<file path="config.mk">
export PLATFORM = sky130hd
export DESIGN_NAME = noc_vc_fifo
export DESIGN_NICKNAME = d
export VERILOG_FILES = /design/src/rtl/noc_vc_fifo.sv
export SDC_FILE = /design/constraint.sdc
export NUM_CORES = 1
export LEC_CHECK = 0
export BUFFER_PORTS_ARGS = -buffer_cell sky130_fd_sc_hd__buf_2
export CORE_MARGIN = 1
export CORE_UTILIZATION = 25
export CTS_CLUSTER_DIAMETER = 200
export DETAILED_ROUTE_END_ITERATION = 12
export SLEW_MARGIN = 5
export SYNTH_ARGS = -nofsm -noshare
export SYNTH_HDL_FRONTEND = slang
export SYNTH_SLANG_ARGS = --single-unit
</file>
<file path="constraint.sdc">
create_clock -name clk -period 2.63 [get_ports clk]
set_input_delay 0.3945 -clock clk [delete_from_list [all_inputs] [get_ports clk]]
set_output_delay 0.3945 -clock clk [all_outputs]
set_load 0.01 [all_outputs]
</file>
<file path="src/rtl/noc_vc_fifo.sv">
// Multi-virtual-channel flit buffer: NUM_VC independent circular queues of DEPTH flits,
// registered one-cycle read with valid strobe, per-VC status and sticky error flags.
module noc_vc_fifo #(
    parameter int DATA_W    = 16,
    parameter int DEPTH     = 4,
    parameter int NUM_VC    = 2,
    parameter int AF_THRESH = 3,
    localparam int VC_W     = (NUM_VC > 1) ? $clog2(NUM_VC) : 1,
    localparam int PTR_W    = $clog2(DEPTH),
    localparam int CNT_W    = PTR_W + 1
) (
    input  logic                    clk,
    input  logic                    rst,
    input  logic                    wr_en,
    input  logic [VC_W-1:0]         wr_vc,
    input  logic [DATA_W-1:0]       wr_data,
    input  logic                    rd_en,
    input  logic [VC_W-1:0]         rd_vc,
    output logic [DATA_W-1:0]       rd_data,
    output logic                    rd_valid,
    output logic [NUM_VC-1:0]       full,
    output logic [NUM_VC-1:0]       empty,
    output logic [NUM_VC-1:0]       almost_full,
    output logic [NUM_VC*CNT_W-1:0] count,
    output logic                    err_ovf,
    output logic                    err_udf
);

    localparam logic [VC_W:0]  NUM_VC_L = (VC_W + 1)'(NUM_VC);
    localparam logic [CNT_W-1:0] DEPTH_L = CNT_W'(DEPTH);
    localparam logic [CNT_W-1:0] AF_L    = CNT_W'(AF_THRESH);

    logic [DATA_W-1:0]             mem_r [NUM_VC][DEPTH];
    logic [NUM_VC-1:0][PTR_W-1:0]  wptr_r;
    logic [NUM_VC-1:0][PTR_W-1:0]  rptr_r;
    logic [NUM_VC-1:0][CNT_W-1:0]  cnt_r;
    logic [NUM_VC-1:0][CNT_W-1:0]  cnt_nxt_s;
    logic [NUM_VC-1:0]             inc_s;
    logic [NUM_VC-1:0]             dec_s;
    logic                          wr_acc_s;
    logic                          rd_acc_s;

    assign count = cnt_r;

    // Accept decisions; out-of-range VCs are never accepted and there is no write-to-read bypass.
    always_comb begin
        wr_acc_s = 1'b0;
        rd_acc_s = 1'b0;
        if (wr_en && ({1'b0, wr_vc} < NUM_VC_L)) begin
            wr_acc_s = ~full[wr_vc];
        end else begin
            wr_acc_s = 1'b0;
        end
        if (rd_en && ({1'b0, rd_vc} < NUM_VC_L)) begin
            rd_acc_s = ~empty[rd_vc];
        end else begin
            rd_acc_s = 1'b0;
        end
    end

    // Next occupancy per VC; a same-VC write and read cancel out.
    always_comb begin
        cnt_nxt_s = cnt_r;
        inc_s     = {NUM_VC{1'b0}};
        dec_s     = {NUM_VC{1'b0}};
        for (int v = 0; v < NUM_VC; v++) begin
            inc_s[v] = wr_acc_s && (wr_vc == VC_W'(v));
            dec_s[v] = rd_acc_s && (rd_vc == VC_W'(v));
            case ({inc_s[v], dec_s[v]})
                2'b10:   cnt_nxt_s[v] = cnt_r[v] + CNT_W'(1);
                2'b01:   cnt_nxt_s[v] = cnt_r[v] - CNT_W'(1);
                default: cnt_nxt_s[v] = cnt_r[v];
            endcase
        end
    end

    // Flit storage, deliberately left uncleared by reset.
    always_ff @(posedge clk) begin
        if (wr_acc_s && !rst) begin
            mem_r[wr_vc][wptr_r[wr_vc]] <= wr_data;
        end
    end

    // Pointers, counts, flags, read port and sticky errors.
    always_ff @(posedge clk) begin
        if (rst) begin
            wptr_r      <= '0;
            rptr_r      <= '0;
            cnt_r       <= '0;
            full        <= {NUM_VC{1'b0}};
            empty       <= {NUM_VC{1'b1}};
            almost_full <= {NUM_VC{1'b0}};
            rd_data     <= {DATA_W{1'b0}};
            rd_valid    <= 1'b0;
            err_ovf     <= 1'b0;
            err_udf     <= 1'b0;
        end else begin
            cnt_r <= cnt_nxt_s;
            for (int v = 0; v < NUM_VC; v++) begin
                full[v]        <= (cnt_nxt_s[v] == DEPTH_L);
                empty[v]       <= (cnt_nxt_s[v] == CNT_W'(0));
                almost_full[v] <= (cnt_nxt_s[v] >= AF_L);
            end
            if (wr_acc_s) begin
                wptr_r[wr_vc] <= wptr_r[wr_vc] + PTR_W'(1);
            end
            if (rd_acc_s) begin
                rptr_r[rd_vc] <= rptr_r[rd_vc] + PTR_W'(1);
                rd_data       <= mem_r[rd_vc][rptr_r[rd_vc]];
                rd_valid      <= 1'b1;
            end else begin
                rd_valid      <= 1'b0;
            end
            err_ovf <= err_ovf | (wr_en & ~wr_acc_s);
            err_udf <= err_udf | (rd_en & ~rd_acc_s);
        end
    end

endmodule
</file>
Word-level counts from Yosys, hierarchy flattened
Memory sizes are Yosys's and may differ from the RTL's. Cells that the tools add are included.

Equality and inequality tests: 6. Bitwise operators: 12. Multiplexer cells: 26. $lt $le $gt $ge: 9. Reductions and logical operators: 11. Add/sub/neg operators: 6.

Operators with widths (count): 2-to-1 mux 64 bit (1); 2-to-1 mux 16 bit (3); binary-select mux 16 bit (select 2 bit) (1); demux 16 bit (select 2 bit) (1); 2-to-1 mux 2 bit (6); one-hot mux 3 bit (2 select lines) (2); bitwise mux 4 bit (2); logical AND 1 bit (8); 2-to-1 mux 1 bit (8); adder 3 x 1 -> 3 bit, second input constant (2); == test 3 bit, second input constant (2); greater-or-equal comparator 3 x 2 -> 1 bit, second input constant (2); greater-or-equal comparator 3 bit, second input constant (2); zero test 3 bit (2); NOT 1 bit (6); NOT 2 -> 3 bit (2); subtractor 3 x 1 -> 3 bit, second input constant (2); adder 2 x 1 -> 2 bit, second input constant (2); demux 2 bit (select 1 bit) (2); == test 2 x 1 -> 1 bit, second input constant (2); == test 2 bit, second input constant (2); < comparator 1 x 2 -> 1 bit, second input constant (2); < comparator 3 x 1 -> 1 bit, second input constant (1); AND 1 bit (2); 3 further kinds (5).

Output and inout bits: 31. Register bits after elaboration: 39. Input bits: 22. Memories: 1. RAM bits: 128. Word-level logic and storage cells: 84.

Memory list: mem_r (words 2, bits a word 64, read ports 1, clocked after Yosys merged registers in 0, wr ports 1, line 33) `logic [DATA_W-1:0] mem_r [NUM_VC][DEPTH];`.

Logic depth before layout (Yosys ltp)
Word-level depth: 8. Mapped depth: 12. Mapped depth without buffers: 11.

Worst setup path after synthesis
OpenSTA, ideal clock, no wires.

Path type: in2reg. From: in rd_en. To: reg empty[0]. Library setup time: 0.122 ns. Arrival time: 2.316 ns. Required time: 2.508 ns. Cell stages on the path: 11. Slack: 0.193 ns. Buffers on the path: 1. Cell sequence: clkbuf_1 -> nand2_1 -> inv_1 -> ha_1 -> inv_1 -> fa_1 -> xor2_1 -> or3_1 -> a21o_1 -> inv_1 -> a21oi_1.

Cells in the longest elaborated chain, start to end: 5. Elaborated cells between the ends (all ways): 6. Those cells by class: eq/ne: 2; mux: 2; reduce/logical: 2.

RTL lines: from (decl) (line 17) `input logic rd_en,`; 2-to-1 mux 1 bit * (line 54) `if (rd_en && ({1'b0, rd_vc} < NUM_VC_L)) begin`; logical AND 1 bit * (line 68) `dec_s[v] = rd_acc_s && (rd_vc == VC_W'(v));`; == test 2 x 1 -> 1 bit / == test 2 bit (equally long branches) (line 69) `case ({inc_s[v], dec_s[v]})`; one-hot mux 3 bit (2 select lines) * (line 69); zero test 3 bit * (line 101) `empty[v] <= (cnt_nxt_s[v] == CNT_W'(0));`; to (signal assigned) (line 91) `empty <= {NUM_VC{1'b1}};`; to (signal, indexed assignment) (line 101); to (decl) (line 22) `output logic [NUM_VC-1:0] empty,`.

Mark *: on every way between the ends. The rest lies on a longest branch, timed or not. A chain may end at the register's enable or synchronous reset.

Worst setup path after layout
From: reg full[1]. To: reg full[1].

Cells in the longest elaborated chain, start to end: 8. Elaborated cells between the ends (all ways): 9. Those cells by class: eq/ne: 3; mux: 4; bitwise: 1; reduce/logical: 1.

RTL lines: from (decl) (line 21) `output logic [NUM_VC-1:0] full,`; from (signal assigned) (line 90) `full <= {NUM_VC{1'b0}};`; from (signal, indexed assignment) (line 100) `full[v] <= (cnt_nxt_s[v] == DEPTH_L);`; 2-to-1 mux 1 bit (not written as such) * (2 in a row) (line 50) `wr_acc_s = ~full[wr_vc];`; NOT 1 bit * (line 50); 2-to-1 mux 1 bit * (line 49) `if (wr_en && ({1'b0, wr_vc} < NUM_VC_L)) begin`; logical AND 1 bit * (line 67) `inc_s[v] = wr_acc_s && (wr_vc == VC_W'(v));`; == test 2 x 1 -> 1 bit / == test 2 bit (equally long branches) (line 69); one-hot mux 3 bit (2 select lines) * (line 69); == test 3 bit * (line 100).

Mark *: on every way between the ends. The rest lies on a longest branch, timed or not. The select of a mux whose other input is x is not followed.

==> impl_metrics.csv <==
group,metric,value,unit
status,outcome,"complete, no violations",
yosys,synth_area_leaders,"edfxtp_1, dfxtp_1, mux2i_1, mux4_2, a211o_1",
die,ioPinCount,53,
worst_setup_path,critPathKind,"register to register",
yosys,async_flop_share,0,%
routing,firstDrtPassIters,5,
worst_setup_path,worstPathRequired,2.99,ns
cts,cts.sinks,167,
timing,fin_ws,0.4247,ns
timing,fmax,453.5,MHz
die,core-area,25470,µm²
timing,finalSetupTns,0,ns
timing,max_slew_margin,52.50,%
global_routing,grtUsageTotal,11.00,%
yosys,synth_common_cells,"edfxtp_1, dfxtp_1, mux2i_1",
yosys,yosysUniqueCellTypes,37,
global_routing,grt_pass1_wl,21210,µm
layout,multi_input_area,1753,µm²
global_routing,antenna_found_initial,1,
yosys,syn_area_per_cell,16.64,µm²
yosys,synth_seq_cells,167,
place,dp_slack,0.1876,ns
routing,wl,14030,µm
layout,final.fill_count,2464,
pwr,peakVddDrop,398.3,µV
worst_setup_path,end_kind,"register",
routing,via_count,3549,
yosys,synth_edf_count,128,
place,port_buffers,52,
yosys,yosysMostFrequentCell,"edfxtp_1",
place,gp_congestion,0.7745,
cts,clock_path_buffers,2,
cts,cts_root_buf,"clkbuf_16",
pwr,p_total,0.006133,W
pwr,cellPowerDensity,777.8,nW/µm²
worst_setup_path,r2r_cells,8,
timing,hold_viol_final,0,
die,die_h,163.9,µm
layout,nNetsFinal,492,
worst_setup_path,start_kind,"register",
routing,wl_per_cell,17.41,µm
die,dieArea,26880,µm²
timing,worst-slew-pin-transition,0.7029,ns
cts,insertion_delay,0.42,ns
worst_setup_path,critPathArrivalTime,2.56,ns
hold_path,hold_depth,1,
timing,min_period,2.205,ns
cts,htreeDepth,4,
cts,clk_pin_slew,0.06,ns
worst_setup_path,reg2reg_to,"full[1]",
layout,drive_gt1_share,27.58,%
timing,slew_viol_final,0,
layout,seq_area,4624,µm²
global_routing,grt_remaining_overflow,0,
timing,period_share,83.85,%
timing,setup_viol,0,
routing,drc,0,
worst_setup_path,worstPathMaxFanout,4,
yosys,yosys.area.top_type,"edfxtp_1",
pwr,p_leak,2.946,nW
layout,area_delta_synth_final,20.27,%
hold_path,min-delay-start,"wr_data[1]",
cts,cts_tree,"done",
die,dieWidth,163.9,µm
place,dp_hpwl,8437,µm
yosys,syn-num-nets,424,
routing,antenna_left,0,
yosys,synthesis.area,6556,µm²
yosys,ys_seq_area_share,70.53,%
global_routing,grt_max_degree,50,
yosys,synth_top_area_share,58.63,%
timing,finClkSkew,0.004517,ns
timing,rsz0062_at_grt,"false",
cts,hold_buffers,0,
cts,cts_resized,0,
die,rows,58,
yosys,yosys_warnings,0,
yosys,ys.flop_type,"edfxtp_1",
cts,cts_buffers,17,
worst_setup_path,timing.rr.start,"full[1]",
hold_path,hp-class,"input pin to register",
die,start_util,25.74,%
flow_run,maxCapViolCount,0,
routing,vias_per_cell,4.403,
cts,postCtsSetupRepairBufs,0,
worst_setup_path,rrSetupSlack,0.42,ns
yosys,syn_inst,394,
hold_path,min_delay_worst_endpoint,"mem_r[1][1]",
routing,detail_route.iter0.violations,271,
global_routing,grt_pass1_vias,3789,
==> cell usage in the layout, fill, tap and decap left out, types with 8 or more instances in the layout <==
master / instances
a211oi_1: 8
mux4_2: 16
a211oi_2: 10
mux2i_1: 39
buf_2: 52
dfxtp_1: 39
nor2_1: 33
edfxtp_1: 128
inv_1: 11
a21oi_1: 21
clkbuf_16: 17
buf_4: 17
and2_1: 9
a211o_1: 16
==> kinds of logic (layout without fill, tap and decap cells) <==
| logic type | Yosys count | count (layout) | synth area share [%] |
|---|---|---|---|
| adders and majority gates | 8 | 8 | 1.756 |
| other | 0 | 1 | 0 |
| DFF | 167 | 167 | 70.53 |
| AOI/OAI and AO/OA | 64 | 64 | 7.443 |
| and+or+nand+nor | 58 | 58 | 4.294 |
| muxes | 58 | 58 | 12.31 |
| buffers and inverters | 32 | 113 | 2.729 |
| xor gates and xnor gates | 7 | 7 | 0.9351 |
==> worst max-delay path, stage by stage, from the launching register on <==
cell,delay [ns]
dfxtp_1,0.37
nand3b_1,0.21
ha_1,0.21
inv_1,0.06
fa_1,0.37
xor2_1,0.18
or3_1,0.30
a21oi_1,0.28
nor2b_1,0.16
==> stage by stage <==
| step | cells | util (%) | area [µm²] | hold WS (ns) |
|---|---|---|---|---|
| 2_1_floorplan | 394 | - | 6556 | 0.4629 |
| 3_3_place_gp | 773 | 28.42 | 7239 | 0.4461 |
| 3_5_place_dp | 773 | 28.42 | 7239 | 0.4655 |
| 4_1_cts | 805 | 30.95 | 7883 | 0.2185 |
| 5_1_grt | 805 | 30.95 | 7883 | 0.2299 |
| 6_report | 806 | 30.96 | 7885 | 0.2359 |
==> power by group <==
group          switching [W]  total [W]  internal, W
logic               0.000294   0.000507     0.000214
clock network        0.00101    0.00266      0.00166
registers          0.0000430    0.00296      0.00292
==> final cells by class <==
cell class / instances / area share (%)
Sequential cell: 167 / 58.65
Multi-Input combinational cell: 195 / 22.23
Clock buffer: 20 / 5.792
Tap cell: 330 / 5.236
Timing Repair Buffer: 70 / 5.173
Clock inverter: 12 / 2.364
Inverter: 11 / 0.5236
Antenna cell: 1 / 0.03174
==> flip-flops by register name, summed over array words and instances, names as in the netlist <==
| signal | cells |
|---|---|
| rd_valid | 1 |
| full | 2 |
| empty | 2 |
| mem_r | 128 |
| wptr_r | 4 |
| err_udf | 1 |
| almost_full | 2 |
| count | 6 |
| rd_data | 16 |
| rptr_r | 4 |
| err_ovf | 1 |
==> how the worst max path moves through the flow <==
stage | start | to | slack (ns) | depth (start not counted)
after detailed placement | rd_vc | full[1] | 0.19 | 9
after global placement | rd_vc | empty[0] | 0.27 | 12
after floorplan | rd_en | empty[0] | 0.19 | 11
final | full[1] | full[1] | 0.42 | 8
after CTS | full[1] | full[1] | 0.42 | 8
after global routing | empty[1] | full[1] | 0.27 | 8
==> layer usage <==
layer	track usage [%]	vias up	share of wire, %
li1	-	1644	-
met1	13.69	1771	44
met2	17.80	112	48
met3	3.409	22	5.9
met4	4.251	0	1.9
met5	0	-	0
No activity file was read; power rests on OpenSTA's default activity.
